## src/rtl/aes_key_round_ctrl_if.sv

```systemverilog
// Handshake bundle between the AES round controller and its key/data producer and consumer.
// The master side offers keys and blocks and takes results; the controller is the slave.
interface aes_key_round_ctrl_if;

   logic         key_valid;
   logic [127:0] key_in;
   logic         key_ready;
   logic         in_valid;
   logic         in_ready;
   logic         out_valid;
   logic         out_ready;

   modport master (
      output key_valid,
      output key_in,
      output in_valid,
      output out_ready,
      input  key_ready,
      input  in_ready,
      input  out_valid
   );

   modport slave (
      input  key_valid,
      input  key_in,
      input  in_valid,
      input  out_ready,
      output key_ready,
      output in_ready,
      output out_valid
   );

endinterface

```

## src/rtl/aes_key_round_ctrl.sv

```systemverilog
// Sequencer for an iterative AES-128 core: streams the cipher key serially into the key
// generator, waits for the round keys, then steps the datapath through ten rounds per block.
module aes_key_round_ctrl #(
   parameter int unsigned KG_LAT = 176
) (
   input  logic                 clk,
   input  logic                 reset,
   aes_key_round_ctrl_if.slave  bus,
   output logic                 kg_reset_n,
   output logic                 kg_k_in,
   output logic [3:0]           round_idx,
   output logic                 dp_ld,
   output logic                 dp_rnd_en,
   output logic                 dp_final,
   output logic                 key_loaded,
   output logic                 busy
);

   typedef enum logic [2:0] {
      IDLE_NOKEY,
      KRST,
      KLOAD,
      KWAIT,
      READY,
      ROUND,
      HOLD
   } state_t;

   localparam logic [9:0] WAIT_LOAD  = 10'(KG_LAT - 1);
   localparam logic [6:0] LAST_BIT   = 7'd127;
   localparam logic [3:0] LAST_ROUND = 4'd10;

   state_t        r_state;
   state_t        w_next;
   logic [127:0]  r_keySr;
   logic [6:0]    r_bitCnt;
   logic [9:0]    r_waitCnt;
   logic [3:0]    r_round;

   logic          w_keyReady;
   logic          w_inReady;
   logic          w_outValid;
   logic          w_keyHs;
   logic          w_blkHs;
   logic          w_outHs;

   // Reset is folded into the ready/valid decodes so nothing is offered or accepted on a reset cycle.
   always_comb begin
      w_keyReady = ((r_state == IDLE_NOKEY) || (r_state == READY)) && !reset;
      w_inReady  = (r_state == READY) && !bus.key_valid && !reset;
      w_outValid = (r_state == HOLD) && !reset;
      w_keyHs    = bus.key_valid && w_keyReady;
      w_blkHs    = bus.in_valid && w_inReady;
      w_outHs    = w_outValid && bus.out_ready;
   end

   always_ff @(posedge clk) begin
      if (reset) begin
         r_state <= IDLE_NOKEY;
      end else begin
         r_state <= w_next;
      end
   end

   always_comb begin
      w_next = r_state;
      case (r_state)
         IDLE_NOKEY: begin
            if (w_keyHs) w_next = KRST;
         end
         KRST: begin
            w_next = KLOAD;
         end
         KLOAD: begin
            if (r_bitCnt == LAST_BIT) w_next = KWAIT;
         end
         KWAIT: begin
            if (r_waitCnt == 10'd0) w_next = READY;
         end
         READY: begin
            if (w_keyHs) begin
               w_next = KRST;
            end else if (w_blkHs) begin
               w_next = ROUND;
            end
         end
         ROUND: begin
            if (r_round == LAST_ROUND) w_next = HOLD;
         end
         HOLD: begin
            if (w_outHs) w_next = READY;
         end
         default: begin
            w_next = IDLE_NOKEY;
         end
      endcase
   end

   // Each counter is reloaded in the state preceding the one that consumes it.
   always_ff @(posedge clk) begin
      if (reset) begin
         r_keySr   <= '0;
         r_bitCnt  <= '0;
         r_waitCnt <= '0;
         r_round   <= '0;
      end else begin
         if (w_keyHs) begin
            r_keySr <= bus.key_in;
         end else if (r_state == KLOAD) begin
            r_keySr <= {r_keySr[126:0], 1'b0};
         end

         if (r_state == KRST) begin
            r_bitCnt <= '0;
         end else if (r_state == KLOAD) begin
            r_bitCnt <= r_bitCnt + 7'd1;
         end

         if (r_state == KLOAD) begin
            r_waitCnt <= WAIT_LOAD;
         end else if (r_state == KWAIT) begin
            r_waitCnt <= r_waitCnt - 10'd1;
         end

         if (w_blkHs) begin
            r_round <= 4'd1;
         end else if ((r_state == ROUND) && (r_round != LAST_ROUND)) begin
            r_round <= r_round + 4'd1;
         end
      end
   end

   always_comb begin
      bus.key_ready = w_keyReady;
      bus.in_ready  = w_inReady;
      bus.out_valid = w_outValid;
      kg_reset_n    = !((r_state == KRST) || reset);
      kg_k_in       = (r_state == KLOAD) && r_keySr[127];
      round_idx     = ((r_state == ROUND) || (r_state == HOLD)) ? r_round : 4'd0;
      dp_ld         = w_blkHs;
      dp_rnd_en     = (r_state == ROUND);
      dp_final      = (r_state == ROUND) && (r_round == LAST_ROUND);
      key_loaded    = (r_state == READY) || (r_state == ROUND) || (r_state == HOLD);
      busy          = (r_state != IDLE_NOKEY) && (r_state != READY);
   end

endmodule

```

## src/flat_wrapper.sv

```systemverilog
// flat-port wrapper written by rule: the top's interface ports become plain ports
module aes_key_round_ctrl_flat 
#(
   parameter int unsigned KG_LAT = 176
)
  (clk, reset, kg_reset_n, kg_k_in, round_idx, dp_ld, dp_rnd_en, dp_final, key_loaded, busy, bus_key_valid, bus_key_in, bus_in_valid, bus_out_ready, bus_key_ready, bus_in_ready, bus_out_valid);
  aes_key_round_ctrl_if bus_i ();
  input  logic clk;
  input  logic reset;
  output logic kg_reset_n;
  output logic kg_k_in;
  output logic [3:0] round_idx;
  output logic dp_ld;
  output logic dp_rnd_en;
  output logic dp_final;
  output logic key_loaded;
  output logic busy;
  input wire logic [$bits(bus_i.key_valid)-1:0] bus_key_valid;
  input wire logic [$bits(bus_i.key_in)-1:0] bus_key_in;
  input wire logic [$bits(bus_i.in_valid)-1:0] bus_in_valid;
  input wire logic [$bits(bus_i.out_ready)-1:0] bus_out_ready;
  output wire logic [$bits(bus_i.key_ready)-1:0] bus_key_ready;
  output wire logic [$bits(bus_i.in_ready)-1:0] bus_in_ready;
  output wire logic [$bits(bus_i.out_valid)-1:0] bus_out_valid;
  assign bus_i.key_valid = bus_key_valid;
  assign bus_i.key_in = bus_key_in;
  assign bus_i.in_valid = bus_in_valid;
  assign bus_i.out_ready = bus_out_ready;
  assign bus_key_ready = bus_i.key_ready;
  assign bus_in_ready = bus_i.in_ready;
  assign bus_out_valid = bus_i.out_valid;
  aes_key_round_ctrl #(.KG_LAT(KG_LAT)) u_core (.clk(clk), .reset(reset), .bus(bus_i), .kg_reset_n(kg_reset_n), .kg_k_in(kg_k_in), .round_idx(round_idx), .dp_ld(dp_ld), .dp_rnd_en(dp_rnd_en), .dp_final(dp_final), .key_loaded(key_loaded), .busy(busy));
endmodule
```

## config.mk

```make
export PLATFORM = sky130hd
export DESIGN_NAME = aes_key_round_ctrl_flat
export DESIGN_NICKNAME = d
export VERILOG_FILES = /design/src/rtl/aes_key_round_ctrl_if.sv /design/src/rtl/aes_key_round_ctrl.sv /design/src/flat_wrapper.sv
export SDC_FILE = /design/constraint.sdc
export NUM_CORES = 1
export LEC_CHECK = 0
export BUFFER_PORTS_ARGS = -buffer_cell sky130_fd_sc_hd__buf_4
export CAP_MARGIN = 20
export CORE_MARGIN = 2
export CORE_UTILIZATION = 40
export CTS_CLUSTER_SIZE = 10
export DETAILED_ROUTE_END_ITERATION = 10
export GPL_ROUTABILITY_DRIVEN = 0
export SLEW_MARGIN = 15
export SYNTH_ARGS = -nofsm -noshare
export SYNTH_HDL_FRONTEND = slang
export SYNTH_SLANG_ARGS = --single-unit
export TNS_END_PERCENT = 10
```

## constraint.sdc

```tcl
create_clock -name clk -period 2.55 [get_ports clk]
set_input_delay 0.1275 -clock clk [delete_from_list [all_inputs] [get_ports clk]]
set_output_delay 0.1275 -clock clk [all_outputs]
set_load 0.03 [all_outputs]
```

==> results_dict.tcl <==
set metrics [dict create \
    syn_to_final_growth_pct 25.6 \
    power.total_mw 8.92 \
    power.share.switching 0.348 \
    timing.setup.tns_ns 0 \
    worst-path-buf-inv 3 \
    clkLatencyLatePin_ns 0.43 \
    yosysWarnings 0 \
    wl_per_cell_um 14.6 \
    place_hpwl_um 11500 \
    unrepaired_setup_endpoints_after_global_routing "no" \
    cts_tree "built" \
    grt_use_met2 0.269 \
    grt.total_usage 0.184 \
    main_combinational_cell_family_by_area_after_synthesis "compound AO/OA/AOI/OAI gates" \
    clock_tree.htree_level_count 4 \
    synth_nets 1014 \
    synth_compound_area_frac 0.280 \
    power.share.combinational 0.338 \
    antenna_cells_inserted 0 \
    regToRegEndpoint "u_core.r_keySr[66]" \
    cts_post_setup_buffers_inserted 0 \
    port-buffer-count 146 \
    period_share 0.810 \
    timing.critical_path.from_type "flip-flop" \
    synthDistinctLibCells 51 \
    final-hold-violation-count 0 \
    die_height_um 142 \
    dieArea_um2 20200 \
    worst_hold_path.endpoint "u_core.r_keySr[54]" \
    avgViaCountPerCell 5.26 \
    cts_resized 0 \
    critical_path_required_time_ns 2.42 \
    min_path_type "in2reg" \
    maxCapViolations 0 \
    timing.critical_path.slowest_stage_cell "dfxtp_1" \
    die_x_um 142 \
    cts_made_buffers 17 \
    synth_area_um2 7640 \
    synth-edff-count 0 \
    grt_util_met3 0.0407 \
    floorplan.io_pins 147 \
    status "finished clean" \
    detail_route.first_pass.iterations 4 \
    core-area_um2 18700 \
    internal_power_mw 5.82 \
    timing.final.max_slew_violations 0 \
    worst_ep_arrival_time_ns 1.94 \
    clk_pin_slew_ns 0.06 \
    synthAdderAreaFrac 0.00819 \
    num_vias 6505 \
    r2r.worst_path.cells 4 \
    synth_register_bits 152 \
    post_route_cells_drive_above_1_share 0.324 \
    globalRoute.totalOverflow 0 \
    synth.avg_cell_area_um2 8.72 \
    hold_slack_ns 0.0123 \
    rr_startpoint "u_core.r_state[1]" \
    route.antenna.remaining_nets 0 \
    cts_root_buffer "clkbuf_16" \
    muxShareOfSynthArea 0.00131 \
    final_cell_mix "260 x nand2_1, 158 x buf_4, 152 x dfxtp_1" \
    top_usage_layer "met2" \
    clkSinkCount 152 \
    seqPwrFrac 0.361 \
    cpMostUsedCell "buf_4" \
    vdd.ir_drop.worst_mv 0.479 \
    pwr-share-clk 0.301 \
    period_minus_slack_ns 2.07 \
    cp_slowest_stage_delay_ns 0.40 \
    crit_path_cell_trace "buf_4 > nor3b_4 > buf_12 > and2_1 > buf_4" \
    wire_length_of_the_first_global_routing_pass_um 30200 \
    cts_hold_repair.buffers 7 \
    ctsLongestPathBuffers 2 \
    cpLargestDelayFamily "buffers and inverters" \
    power_leakage_nw 3.46 \
    hold_path.startpoint "bus_key_in[54]" \
    timing.max_slew.rel_slack 0.264 \
    syn_inst 876 \
    synth_seq_area_share 0.398 \
    achievable-frequency_mhz 484 \
    worst_path_maximum_fanout 58 \
    synth-simple-area-share 0.249 \
    powerDensity_nw_per_um2 930 \
    route.final.wire_length_um 18100 \
    final_nets 1129 \
    gr-usage-met1 0.268 \
    asyncSetResetFlopFracSynth 0 \
    final.setup_skew_ns 0.0151 \
    most_common_library_cell_in_the_layout_ignoring_fill_and_taps "nand2_1" \
    net_sw_power_mw 3.10 \
    postSynth.topFlopCell "dfxtp_1" \
    number_of_global_route_vias_before_repair 6118 \
    critPathKind "reg2out" \
    crit_path_end_kind "output port" \
    finalSetupViolations 0 \
    detail_route.iter0.violations 301 \
    timing_worst_slew_pin_value_ns 1.10 \
    worst_hold_path.num_cells 3 \
    drc 0 \
    grt_antenna_before_repair 0 \
    synthXorXnorAreaFrac 0.00344 \
    initial_utilization 0.408 \
    grt_max_degree 74 \
    core.rowCount 50 \
    reg2reg_setup_slack_ns 0.51 \
]
==> power by group through the flow <==
stage	clock, mW	combinational [mW]	sequential [mW]
global placement	0	3.01	3.26
detailed placement	0	3.03	3.25
finish	2.68	3.02	3.22
global route	2.83	3.34	3.29
CTS	2.74	3.06	3.22
floorplan	0	2.29	3.16
==> area by class of cell <==
type	instances	area, µm²
clock buffer	19	443
clock inverter	12	175
fill	1785	9110
inverter	9	33.8
multi-input combinational	636	4160
sequential	152	3040
tap	234	293
timing repair buffer	175	1450
==> Yosys cell counts, drive strengths merged (6+ instances only) <==
| cell | instances | share of area |
|---|---|---|
| or4 | 7 | 0.0069 |
| o21ai | 6 | 0.0039 |
| a311oi | 127 | 0.24 |
| a21oi | 18 | 0.012 |
| nor2 | 132 | 0.065 |
| dfxtp | 152 | 0.40 |
| buf | 27 | 0.029 |
| inv | 9 | 0.0044 |
| nand2 | 260 | 0.13 |
| or3 | 7 | 0.0057 |
| nand3 | 6 | 0.0039 |
| and2 | 6 | 0.0049 |
| clkbuf | 52 | 0.026 |
==> kinds of logic (layout without fill, tap and decap cells) <==
group	Yosys count	in the layout
AOI/OAI and AO/OA	172	172
xor gates and xnor gates	3	3
adders and majority gates	5	5
buffers and inverters	88	215
DFF	152	152
muxes	1	1
and+or+nand+nor	455	455
==> per-layer routing <==
layer | vias to the layer above | part of all wire
li1 | 3327 | -
met1 | 3034 | 0.51
met2 | 130 | 0.44
met3 | 14 | 0.045
met4 | 0 | 0.010
met5 | - | 0
==> how the worst max path moves through the flow <==
stage                      startpoint            endpoint  slack, ns  cells past startpoint
floorplan           u_core.r_state[0]  u_core.r_keySr[10]       0.85                      7
global placement    u_core.r_state[1]  u_core.r_keySr[80]       0.61                      4
detailed placement  u_core.r_state[0]  u_core.r_keySr[66]       0.54                      4
CTS                 u_core.r_state[0]             kg_k_in       0.46                      5
global route        u_core.r_state[0]             kg_k_in       0.36                      5
finish              u_core.r_state[0]             kg_k_in       0.48                      5
==> state kept, by name, summed over array words and instances (netlist names) <==
register,cells
u_core.r_bitCnt,7
u_core.r_waitCnt,10
u_core.r_keySr,128
u_core.r_round,4
u_core.r_state,3
==> through the flow <==
step                cells  setup slack (ns)   util  cell area, µm²
detailed placement   1199             0.545  0.476            8900
global placement     1199             0.605  0.476            8900
global route         1237             0.358  0.513            9590
floorplan             876             0.848      -            7640
CTS                  1237             0.456  0.513            9590
finish               1237             0.484  0.513            9590
==> worst register-to-register path, stage by stage (launching register included) <==
cell,delay (ns)
dfxtp_1,0.41
or4b_4,0.82
buf_4,0.38
nor2_1,0.19
a311oi_2,0.07
Note: power is estimated with default switching activity, not from simulation.
